### config.mk
export PLATFORM = sky130hd
export DESIGN_NAME = btn_bank_debouncer
export DESIGN_NICKNAME = d
export VERILOG_FILES = /design/src/rtl/btn_bank_debouncer.sv
export SDC_FILE = /design/constraint.sdc
export NUM_CORES = 1
export LEC_CHECK = 0
export BUFFER_PORTS_ARGS = -buffer_cell sky130_fd_sc_hd__buf_2
export CORE_ASPECT_RATIO = 2
export CORE_MARGIN = 2
export CORE_UTILIZATION = 40
export DETAILED_ROUTE_END_ITERATION = 7
export GPL_TIMING_DRIVEN = 0
export SYNTH_ARGS = -nofsm -noshare
export SYNTH_HDL_FRONTEND = slang
export SYNTH_SLANG_ARGS = --single-unit
### constraint.sdc
create_clock -name clk -period 13.9 [get_ports clk]
set_clock_uncertainty 0.2 [all_clocks]
set_input_delay 2.78 -clock clk [delete_from_list [all_inputs] [get_ports clk]]
set_output_delay 2.78 -clock clk [all_outputs]
set_load 0.01 [all_outputs]
### src/rtl/btn_bank_debouncer.sv
// btn_bank_debouncer: N-channel button synchroniser, debouncer and press/long/repeat event generator.
module btn_bank_debouncer #(
    parameter int N_BTN            = 4,
    parameter int CLK_HZ           = 50_000_000,
    parameter int DEBOUNCE_MS      = 5,
    parameter int HOLD_MS          = 500,
    parameter int REPEAT_MS        = 100,
    parameter int PRESS_ON_RELEASE = 0
) (
    input  logic             clk,
    input  logic             rst,
    input  logic [N_BTN-1:0] btn_in,
    output logic [N_BTN-1:0] btn_level,
    output logic [N_BTN-1:0] btn_press,
    output logic [N_BTN-1:0] btn_repeat,
    output logic [N_BTN-1:0] btn_long
);
    localparam int MS        = CLK_HZ / 1000;
    localparam int DB_CLKS   = MS * DEBOUNCE_MS;
    localparam int HOLD_CLKS = MS * HOLD_MS;
    localparam int REP_CLKS  = MS * REPEAT_MS;
    localparam int MAX_DH    = DB_CLKS > HOLD_CLKS ? DB_CLKS : HOLD_CLKS;
    localparam int MAX_C     = MAX_DH > REP_CLKS ? MAX_DH : REP_CLKS;
    localparam int CW        = MAX_C < 2 ? 1 : $clog2(MAX_C);
    localparam logic [CW-1:0] ONE     = CW'(1);
    localparam logic [CW-1:0] DB_M1   = CW'(DB_CLKS - 1);
    localparam logic [CW-1:0] HOLD_M1 = CW'(HOLD_CLKS - 1);
    localparam logic [CW-1:0] REP_M1  = CW'(REP_CLKS > 0 ? REP_CLKS - 1 : 0);
    localparam logic          REP_EN  = REP_CLKS > 0;
    localparam logic          POR     = PRESS_ON_RELEASE != 0;

    if (DB_CLKS < 1) begin : g_bad_db
        $error("btn_bank_debouncer: debounce count is zero");
    end
    if (HOLD_CLKS < 1) begin : g_bad_hold
        $error("btn_bank_debouncer: hold count is zero");
    end
    if (N_BTN < 1 || N_BTN > 16) begin : g_bad_n
        $error("btn_bank_debouncer: N_BTN out of range");
    end

    typedef enum logic [2:0] {LOW = 3'd0, RISE = 3'd1, HIGH = 3'd2, FALL = 3'd3} state_t;

    for (genvar i = 0; i < N_BTN; i++) begin : g_ch
        state_t        st_q, st_d;
        logic          s1_q, s2_q;
        logic [CW-1:0] db_q, db_d, hold_q, hold_d, rep_q, rep_d;
        logic          lvl_q, lvl_d, long_q, long_d, press_q, press_d, rpt_q, rpt_d;

        always_comb begin
            st_d    = st_q;
            db_d    = db_q;
            hold_d  = hold_q;
            rep_d   = rep_q;
            lvl_d   = lvl_q;
            long_d  = long_q;
            press_d = 1'b0;
            rpt_d   = 1'b0;
            case (st_q)
                LOW: begin
                    if (s2_q) begin
                        st_d = RISE;
                        db_d = ONE;
                    end
                end
                RISE: begin
                    if (!s2_q) begin
                        st_d = LOW;
                        db_d = '0;
                    end else if (db_q == DB_M1) begin
                        st_d    = HIGH;
                        db_d    = '0;
                        hold_d  = '0;
                        lvl_d   = 1'b1;
                        press_d = !POR;
                    end else begin
                        db_d = db_q + ONE;
                    end
                end
                HIGH, FALL: begin
                    if (hold_q != HOLD_M1) hold_d = hold_q + ONE;
                    // the repeat phase restarts on the edge long first rises
                    if (hold_q == HOLD_M1 && !long_q) begin
                        long_d = 1'b1;
                        rpt_d  = REP_EN;
                        rep_d  = '0;
                    end else if (long_q && REP_EN) begin
                        rpt_d = rep_q == REP_M1;
                        rep_d = rep_q == REP_M1 ? '0 : rep_q + ONE;
                    end
                    if (st_q == HIGH) begin
                        if (!s2_q) begin
                            st_d = FALL;
                            db_d = ONE;
                        end
                    end else if (s2_q) begin
                        st_d = HIGH;
                        db_d = '0;
                    end else if (db_q == DB_M1) begin
                        st_d    = LOW;
                        db_d    = '0;
                        hold_d  = '0;
                        rep_d   = '0;
                        lvl_d   = 1'b0;
                        long_d  = 1'b0;
                        rpt_d   = 1'b0;
                        press_d = POR && !long_q;
                    end else begin
                        db_d = db_q + ONE;
                    end
                end
                default: st_d = LOW;
            endcase
        end

        always_ff @(posedge clk or posedge rst) begin
            if (rst) begin
                s1_q    <= 1'b0;
                s2_q    <= 1'b0;
                st_q    <= LOW;
                db_q    <= '0;
                hold_q  <= '0;
                rep_q   <= '0;
                lvl_q   <= 1'b0;
                long_q  <= 1'b0;
                press_q <= 1'b0;
                rpt_q   <= 1'b0;
            end else begin
                s1_q    <= btn_in[i];
                s2_q    <= s1_q;
                st_q    <= st_d;
                db_q    <= db_d;
                hold_q  <= hold_d;
                rep_q   <= rep_d;
                lvl_q   <= lvl_d;
                long_q  <= long_d;
                press_q <= press_d;
                rpt_q   <= rpt_d;
            end
        end

        assign btn_level[i]  = lvl_q;
        assign btn_press[i]  = press_q;
        assign btn_repeat[i] = rpt_q;
        assign btn_long[i]   = long_q;
    end
endmodule

==> summary.txt, run 1 <==
Worst VDD drop = 0.130 mV
Share of layout cells above drive strength 1 = 6.61%
NumNets Final = 2,037
EDFF count, synth = 0
Die span in x = 153 um
Period utilisation layout = 30.8%
DR iter-0 viols = 724
Area contributors post-synth = dfrtp_1, nor2_1, o21ai_0, xor2_1, nand2_1
Unrepaired setup endpoints after global routing = no
Syn nets = 1,977
Total power = 1.99 mW
Met1 usage = 20.0%
Setup_tns = 0 ps
Synthesized area = 17,700 um2
CP Launch Type = flop
Outcome = complete, no violations
Clk root buf = clkbuf_16
Post-cts sizing count = 0
Worst setup EP type = output pin
CP Data Arrival Time = 1300 ps
R2R setup slack = 10,580 ps
# diodes = 0
Initial Utilization = 40.6%
Worst skew pair latency = 520 ps
First-pass GRT wire length = 74,100 um
Design Area, Final = 19,700 um2
Met3 usage = 1.97%
Top FF cell, synth = dfrtp_1
DRC = 0
CTS Hold Bufs = 0
PortBufs = 21
Crit path kind = flop to output pin
GRT busiest layer = met2
Syn avg cell area = 9.01 um2
Initial antenna violation count = 0
Period minus WS final = 4280 ps
Ports = 22
Final Hold Viols = 0
Tightest Pin Transition = 1130 ps
Synth top area share = 47.1%
Seq/Total Area, Yosys = 47.1%
Pre-CTS setup slack = 9480 ps
Largest net degree at the start of global routing = 96
Post-synth ARST share = 100%
Post-CTS Setup Bufs = 0
Clock sink count = 332
Final setup vio count = 0
Routed Antenna Nets = 0
Hpwl dp = 30,900 um
Crit path required time = 10,920 ps
Row count = 108
MaxCap Viol Count = 0
H-Tree Depth = 2
Wire length per cell = 16.8 um
Top-count cell post-synth = dfrtp_1
R2r worst-path depth = 7
Layout area overhead = 11.5%
Worst hold-check path type = flop to flop
Avg Vias per Cell = 5.76
Routability cong. = 0.844
DIE AREA = 45,900 um2
Fin. max-slew vios = 0
Worst r2r dst = g_ch[3].hold_q[19]
Via Count = 14,900
Reg2Reg Launch Point = g_ch[3].db_q[18]
Placement Cell Area = 18,500 um2
Worst Min Path Start = g_ch[0].s1_q
CP peak stage delay = 470 ps
Clock slew at reported path FFs = 60 ps
Netlist cell types = 73
Worst path slowest cell = dfrtp_1
Hold Slack = 150 ps
Hold path cells = 0
CTS tree = built
Buf/Inv on CP = 2
Final Routed Wirelength = 43,600 um
Core area = 43,500 um2
Die height = 301 um
Grt ovf = 0
GRT Total Usage = 19.0%
Leak = 8.51 nW
Max Root-Sink Buffers = 3
Fmax = 234 MHz
First drt pass iteration count = 5
Rel. slew slack = 23.8%
P per Cell Area = 101 nW/um2
Cell taking the most area after synthesis = dfrtp_1
M2 GR Usage = 37.6%
Family with the most delay on the worst path = flip-flops
Yosys reg bits = 332
Fill count = 4,263
Setup ws final = 9620 ps
Warnings, synthesis = 0
Vias in the first global route = 15,300
Synth cell count leaders = dfrtp_1, nor2_1, o21ai_0
Hold EP = g_ch[0].s2_q
CTS Buf Count = 34
CP cell instances = buf_4, buf_2
Critical Path Fanout Max = 5
Mapped Cells = 1,959
## worst max path at each step
stage              startpoint                 to  slack (ps)  cells after the start
4_1_cts        g_ch[1].long_q        btn_long[1]        9620                      2
3_5_place_dp              rst  g_ch[1].rep_q[17]        9480                      4
5_1_grt        g_ch[1].long_q        btn_long[1]        9600                      2
2_1_floorplan             rst          async pin        1720                      1
6_report       g_ch[1].long_q        btn_long[1]        9620                      2
3_3_place_gp              rst  g_ch[1].rep_q[16]       -2390                      2
## layout by cell type (no fill, tap or decap), drive strengths merged, types with 13 or more instances in the layout
cell type	Yosys	layout
inv	31	32
a21o	25	25
and4	27	27
nor3	44	44
xnor2	46	46
clkbuf	47	93
a31oi	42	42
buf	35	59
dfrtp	332	332
nand3	125	125
nand4	75	75
a22o	21	21
xor2	89	89
nor2	245	245
and2	34	34
and3	68	68
nor4	33	33
nor2b	13	13
nand2	176	176
or4	13	13
nor4b	15	15
o21ai	183	183
or3	20	20
o31ai	26	26
a21oi	74	74
## kinds of logic (layout without fill, tap and decap cells)
group	count (synthesis)	count (layout)	share of synthesized area, %
buffers and inverters	114	196	2.98
XOR/XNOR	135	135	6.70
AO/OA/AOI/OAI	427	427	15.0
AND/OR/NAND/NOR	929	929	26.8
flip-flops	332	332	47.1
adder cells (fa/ha/maj)	12	12	0.850
multiplexers	10	10	0.610
## report_power, final
| group | internal [mW] | total (mW) | switching [mW] |
|---|---|---|---|
| clock network | 0.559 | 0.959 | 0.400 |
| logic | 0.0126 | 0.0496 | 0.0370 |
| registers | 0.973 | 0.980 | 0.00681 |
| total | 1.54 | 1.99 | 0.444 |
## final cells by class
class / count / area [um2] / share of cell area [%]
timing repair buffer: 24 / 188 / 0.954
multi-input combinational: 1513 / 8820 / 44.8
buffer: 82 / 407 / 2.07
clock inverter: 12 / 144 / 0.731
clock buffer: 46 / 997 / 5.07
sequential: 332 / 8310 / 42.2
tap: 550 / 688 / 3.50
inverter: 32 / 128 / 0.649
## per-stage QoR
stage / util, % / std cells
CTS: 45.2 / 2591
finish: 45.2 / 2591
detailed placement: 42.6 / 2533
global placement: 42.4 / 2530
global route: 45.2 / 2591
floorplan: - / 1959
## layer usage
metal | wire length (um) | part of all wire [%] | vias to the layer above
li1 | - | - | 7203
met1 | 16600 | 38 | 7380
met2 | 24400 | 56 | 246
met3 | 980 | 2.2 | 102
met4 | 1650 | 3.8 | 0
met5 | 0 | 0 | -
## sequential cells by signal, summed over array words and instances, names as in the netlist, named ones only
register      cells
g_ch.rep_q      100
g_ch.st_q         4
g_ch.long_q       4
g_ch.s2_q         4
g_ch.db_q       100
g_ch.rpt_q        4
g_ch.lvl_q        4
g_ch.hold_q     100
g_ch.s1_q         4
g_ch.press_q      4
Power figures use the tool's default switching activity.
==> run 2, diff against run 1 <==
--- a/config.mk
+++ b/config.mk
@@ -5,6 +5,7 @@
 export SDC_FILE = /design/constraint.sdc
 export NUM_CORES = 1
 export LEC_CHECK = 0
+export ABC_AREA = 1
 export BUFFER_PORTS_ARGS = -buffer_cell sky130_fd_sc_hd__buf_2
 export CORE_ASPECT_RATIO = 2
 export CORE_MARGIN = 2
==> constraint.sdc (replaced) <==
create_clock -name clk -period 3.75 [get_ports clk]
set_clock_uncertainty 0.2 [all_clocks]
set_input_delay 0.75 -clock clk [delete_from_list [all_inputs] [get_ports clk]]
set_output_delay 0.75 -clock clk [all_outputs]
set_load 0.01 [all_outputs]
==> summary.txt, run 2 <==
Tightest Pin Transition = 711 ps (-416 ps)
EDFF count, synth = 0 (unchanged)
Synth cell count leaders = nand2_1, nor2_1, inv_1
Post-synth ARST share = 100% (unchanged)
First-pass GRT wire length = 90,800 um (+23%)
Most frequent cells in the layout = nand2_1, nor2_1, inv_1
Syn avg cell area = 6.98 um2 (-23%)
Clock slew at reported path FFs = 70 ps (about the same)
Die height = 326 um (+8.1%)
Avg Vias per Cell = 5.17 (-10%)
CP Data Arrival Time = 2600 ps (+1300 ps)
Fin. max-slew vios = 0 (unchanged)
Final Routed Wirelength = 54,100 um (+24%)
Top-count cell post-synth = nand2_1
DIE AREA = 53,700 um2 (+17%)
Clk root buf = clkbuf_16
Sw Ratio = 23.1% (+0.77 points)
CTS Buf Count = 36 (+5.9%)
Clk network pwr share = 49.4% (+1.2 points)
Top flop regs = g_ch.db_q x100, g_ch.hold_q x100, g_ch.rep_q x100
DR iter-0 viols = 1,071 (+48%)
Leak = 10.4 nW (+22%)
Ports = 22 (unchanged)
CTS tree = built
First drt pass iteration count = 5 (unchanged)
Seq/Total Area, Yosys = 40.2% (-6.9 points)
PortBufs = 21 (unchanged)
# diodes = 0 (unchanged)
Fill count = 5,149 (+21%)
Vias in the first global route = 19,400 (+27%)
Worst VDD drop = 0.385 mV (+200%)
GRT Total Usage = 20.5% (+1.6 points)
Synth top area share = 40.2% (-6.9 points)
Syn nets = 2,980 (+51%)
Pre-CTS setup slack = 1240 ps (-8240 ps)
DRC = 0 (unchanged)
Routability cong. = 0.911 (+8.0%)
Storage element area = 8310 um2 (unchanged)
Max Root-Sink Buffers = 3 (unchanged)
Setup ws final = 1340 ps (-8290 ps)
Worst setup EP type = flop
Row count = 117 (+8.3%)
Setup_tns = 0 ps (unchanged)
Initial antenna violation count = 0 (unchanged)
CTS Hold Bufs = 0 (unchanged)
Area of the multi-input gates = 10,500 um2 (+19%)
NumNets Final = 3,048 (+50%)
Outcome = complete, no violations
Post-CTS Setup Bufs = 0 (unchanged)
Mapped Cells = 2,962 (+51%)
Period minus WS final = 2410 ps
Rel. slew slack = 52.2% (+28 points)
Critical Path Fanout Max = 10 (+5)
Grt ovf = 0 (unchanged)
Logic pwr share = 4.3% (+1.8 points)
Post-cts sizing count = 0 (unchanged)
Final Hold Viols = 0 (unchanged)
Worst r2r dst = g_ch[0].rep_q[15]
Largest net degree at the start of global routing = 41 (-57%)
R2R setup slack = 1340 ps (-9240 ps)
Initial Utilization = 40.6% (about the same)
Worst hold-check path type = input pin to async pin
P per Cell Area = 341 nW/um2 (+240%)
Top FF cell, synth = dfrtp_1
H-Tree Depth = 2 (unchanged)
Cell taking the most area after synthesis = dfrtp_1
CP Launch Type = flop
Fmax = 415 MHz
Via Count = 19,200 (+28%)
Yosys reg bits = 332 (unchanged)
P_int = 6.04 mW (+290%)
Crit path required time = 3940 ps (-6980 ps)
Net switching power figure = 1.81 mW (+310%)
Hpwl dp = 40,800 um (+32%)
Synthesized area = 20,700 um2 (+17%)
R2r worst-path depth = 11 (+4)
Share of layout cells above drive strength 1 = 7.05% (+0.43 points)
Core area = 50,900 um2 (+17%)
Reg2Reg Launch Point = g_ch[0].hold_q[0]
Routed Antenna Nets = 0 (unchanged)
Layout area overhead = 11.4% (about the same)
Wire length per cell = 14.6 um (-13%)
Worst skew pair latency = 540 ps (+20 ps)
Netlist cell types = 46 (-37%)
Warnings, synthesis = 0 (unchanged)
Crit path kind = flop to flop
Unrepaired setup endpoints after global routing = no
Period utilisation layout = 64.3%
Most common cell after layout, fill and taps aside = nand2_1
MaxCap Viol Count = 0 (unchanged)
Die span in x = 165 um (+8.0%)
Final setup vio count = 0 (unchanged)
Sequential share of power = 46.4% (-2.9 points)
Clock sink count = 332 (unchanged)
Area contributors post-synth = dfrtp_1, nand2_1, nor2_1, nand3_1, inv_1
-- run 2: cell type report --
type                       count  area share, %
buffer                        83           2.11
clock buffer                  42           4.23
clock inverter                17           1.19
inverter                     366           5.98
multi-input combinational   2181           45.6
sequential                   332           36.1
tap                          654           3.55
timing repair buffer          30           1.24
-- run 2: worst max-delay path: stages (launching register included) --
cell     delay [ps]
dfrtp_1         420
ha_1            240
nand2_1          80
nor2_2          320
nand3_1         130
nor2_1          190
nand3_1         120
nand2_1         140
nor2_1           80
buf_2           190
nand2_1          70
o21ai_0          80
-- run 2: worst max path at each step --
stage | startpoint | end | slack (ps)
2_1_floorplan | rst | async pin | -1630
4_1_cts | g_ch[3].db_q[18] | g_ch[3].hold_q[24] | 1310
5_1_grt | g_ch[1].db_q[0] | g_ch[1].long_q | 1140
3_5_place_dp | rst | g_ch[2].rep_q[18] | 1240
3_3_place_gp | rst | g_ch[2].rep_q[18] | -3930
6_report | g_ch[0].hold_q[0] | g_ch[0].rep_q[15] | 1340
-- run 2: logic make-up after synthesis --
family | Yosys count | share of synthesized area [%]
AOI/OAI and AO/OA | 218 | 5.66
xor gates and xnor gates | 165 | 6.99
adders and majority gates | 12 | 0.726
buffers and inverters | 449 | 9.00
DFF | 332 | 40.2
and+or+nand+nor | 1786 | 37.5
-- run 2: power groups by stage --
| stage | combinational, mW | clock [mW] | sequential, mW |
|---|---|---|---|
| 2_1_floorplan | 0.230 | 0 | 3.70 |
| 6_report | 0.335 | 3.88 | 3.64 |
| 3_3_place_gp | 0.314 | 0 | 3.71 |
| 5_1_grt | 0.388 | 4.13 | 3.64 |
| 3_5_place_dp | 0.346 | 0 | 3.71 |
| 4_1_cts | 0.346 | 4.00 | 3.64 |
-- run 2: layer usage --
metal | global-route usage [%] | part of all wire [%]
met5 | 0 | 0
met3 | 2.13 | 2.6
met1 | 20.4 | 37
met2 | 40.7 | 56
met4 | 10.6 | 5.2
-- run 2: stage by stage --
stage	std cells	hold slack, ps	cell area (um2)	total power, mW	util (%)
5_1_grt	3705	105	23000	8.16	45.2
3_5_place_dp	3646	138	21800	4.05	42.8
3_3_place_gp	3637	136	21600	4.03	42.4
6_report	3705	83.3	23000	7.86	45.2
2_1_floorplan	2962	131	20700	3.93	-
4_1_cts	3705	85.2	23000	7.99	45.2
==> run 3, diff against run 2 <==
==> constraint.sdc (replaced) <==
create_clock -name clk -period 2.3 [get_ports clk]
set_clock_uncertainty 0.2 [all_clocks]
set_input_delay 0.46 -clock clk [delete_from_list [all_inputs] [get_ports clk]]
set_output_delay 0.46 -clock clk [all_outputs]
set_load 0.01 [all_outputs]
==> summary.txt, run 3 (same netlist as run 2, synthesis figures left out) <==
M1 wire length = 19,900 um (+0.66%)
Worst r2r dst = g_ch[3].rep_q[0]
Wire length per cell = 14.7 um (+0.50%)
Most frequent cells in the layout = nand2_1, nor2_1, inv_1
Ports = 22 (unchanged)
Layout area overhead = 13.4%
P per Cell Area = 548 nW/um2 (+61%)
Initial Utilization = 40.6% (unchanged)
Largest net degree at the start of global routing = 41 (unchanged)
Avg Vias per Cell = 5.18 (about the same)
Worst hold-check path type = flop to flop
Routability cong. = 0.911 (unchanged)
Fin. max-slew vios = 0 (unchanged)
Worst setup path end = g_ch[3].rep_q[0]
Most common cell after layout, fill and taps aside = nand2_1
Die span in x = 165 um (unchanged)
Routed Antenna Nets = 0 (unchanged)
NumNets Final = 3,072 (+0.79%)
Finished Core Util = 46.1% (+0.84 points)
DR iter-0 viols = 984 (-8.1%)
DIE AREA = 53,700 um2 (unchanged)
Initial antenna violation count = 0 (unchanged)
Max Root-Sink Buffers = 3 (unchanged)
Period minus WS final = 2180 ps (-235 ps)
Period utilisation layout = 94.6% (+30 points)
Outcome = complete, no violations
H-Tree Depth = 2 (unchanged)
Worst skew pair latency = 540 ps (about the same)
Met2 Wirelength = 30,500 um (+1.4%)
Leak = 10.5 nW (+1.4%)
Vias in the first global route = 19,400 (+0.17%)
Final Routed Wirelength = 54,700 um (+1.2%)
Unrepaired setup endpoints after global routing = yes
Worst Min Path Start = g_ch[0].s1_q
# diodes = 0 (unchanged)
Tightest Pin Transition = 666 ps (-44.9 ps)
Clk root buf = clkbuf_16
Final setup vio count = 0 (unchanged)
Clock slew at reported path FFs = 60 ps (about the same)
Area of the multi-input gates = 10,700 um2 (+1.8%)
Top flop regs = g_ch.db_q x100, g_ch.hold_q x100, g_ch.rep_q x100
PortBufs = 21 (unchanged)
Row count = 117 (unchanged)
CP Launch Type = flop
R2R setup slack = 120 ps (-1210 ps)
Grt ovf = 0 (unchanged)
Share of layout cells above drive strength 1 = 8.78% (+1.7 points)
Setup ws final = 123 ps (-1210 ps)
Final Hold Viols = 0 (unchanged)
DRC = 0 (unchanged)
Worst setup EP type = flop
GRT Total Usage = 20.6% (+0.045 points)
Worst VDD drop = 0.627 mV (+63%)
First drt pass iteration count = 7 (+2)
Storage element area = 8310 um2 (about the same)
Core area = 50,900 um2 (unchanged)
Clock sink count = 332 (unchanged)
Die height = 326 um (unchanged)
Pre-CTS setup slack = -122 ps (-1360 ps)
Critical Path Fanout Max = 10 (unchanged)
Reg2Reg Launch Point = g_ch[3].db_q[0]
CP Data Arrival Time = 2370 ps (-230 ps)
Top Layer Used = met4
Design Area, Final = 23,500 um2 (+1.8%)
Crit. Startpoint = g_ch[3].db_q[0]
First-pass GRT wire length = 91,000 um (+0.19%)
Crit path required time = 2490 ps (-1450 ps)
MaxCap Viol Count = 0 (unchanged)
Placed Cells = 3,646 (unchanged)
CTS Buf Count = 36 (unchanged)
Final cell count without fillers = 3,729 (+0.65%)
Via Count = 19,300 (+0.73%)
CTS tree = built
Crit path kind = flop to flop
Met3 Routed Length = 1520 um (+7.9%)
Placement Cell Area = 21,800 um2 (unchanged)
Hpwl dp = 40,800 um (unchanged)
Fill count = 5,121 (-0.54%)
R2r worst-path depth = 9 (-2)
Fmax = 459 MHz (+11%)
Rel. slew slack = 55.6% (+3.4 points)
-- run 3: cell count changes in the layout (fill, tap and decap cells not counted), sizes merged --
cell / delta
buf: +13
clkinv: -1
clkbuf: +5
clkinvlp: +2
dlygate4sd3: +5
-- run 3: how the worst min path moves through the flow --
stage	end	cells after the start	slack, ps
6_report	g_ch[0].s2_q	0	150
5_1_grt	g_ch[0].s2_q	0	150
4_1_cts	g_ch[0].s2_q	0	150
3_5_place_dp	g_ch[1].s2_q	0	140
3_3_place_gp	g_ch[0].s2_q	0	140
2_1_floorplan	g_ch[0].s2_q	0	130
-- run 3: cell type report --
class                   instances  share of cell area, %
well taps                     654                   3.49
repair buffers                 53                   2.06
clock buffers                  42                   4.15
plain buffers                  83                   2.18
multi-input cells            2181                   45.6
flip-flops and latches        332                   35.4
inverters                     366                   5.89
clock inverters                17                   1.17
repair inverters                1                 0.0213
-- run 3: per-stage QoR --
step / TNS (ps) / power, mW / hold WS (ps)
3_5_place_dp: -7930 / 6.61 / 138
5_1_grt: -103 / 13.4 / 155
3_3_place_gp: -1669670 / 6.56 / 136
6_report: 0 / 12.9 / 151
2_1_floorplan: -927820 / 6.41 / 131
4_1_cts: 0 / 13.0 / 153
-- run 3: power breakdown --
| part | total, mW | internal (mW) | leakage, nW | switching (mW) |
|---|---|---|---|---|
| Combinational | 0.598 | 0.182 | 5.34 | 0.416 |
| Clock | 6.33 | 3.81 | 0.603 | 2.52 |
| Sequential | 5.94 | 5.89 | 4.60 | 0.0460 |
-- run 3: timing repair --
action / CTS / global route
resized for setup: 11 / 54
setup endpoints to repair: 153 / 270
pin swaps: 3 / 5
buffers inserted: 4 / 13
gates cloned: 0 / 2
endpoints found under the hold margin: 24 / 0
hold buffers: 5 / 0
-- run 3: per-layer routing --
| layer | vias to the layer above | GRT usage, % |
|---|---|---|
| met5 | - | 0 |
| met4 | 0 | 10.6 |
| met3 | 182 | 2.13 |
| met2 | 390 | 40.8 |
| met1 | 9117 | 20.4 |
| li1 | 9622 | - |
-- run 3: critical path, stage by stage, from the launching register on --
cell,delay (ps)
dfrtp_1,390
ha_2,230
nand3_2,170
nor3_4,310
nand3_2,170
nand2_2,180
inv_2,60
buf_6,150
nand3_1,80
o21ai_0,90
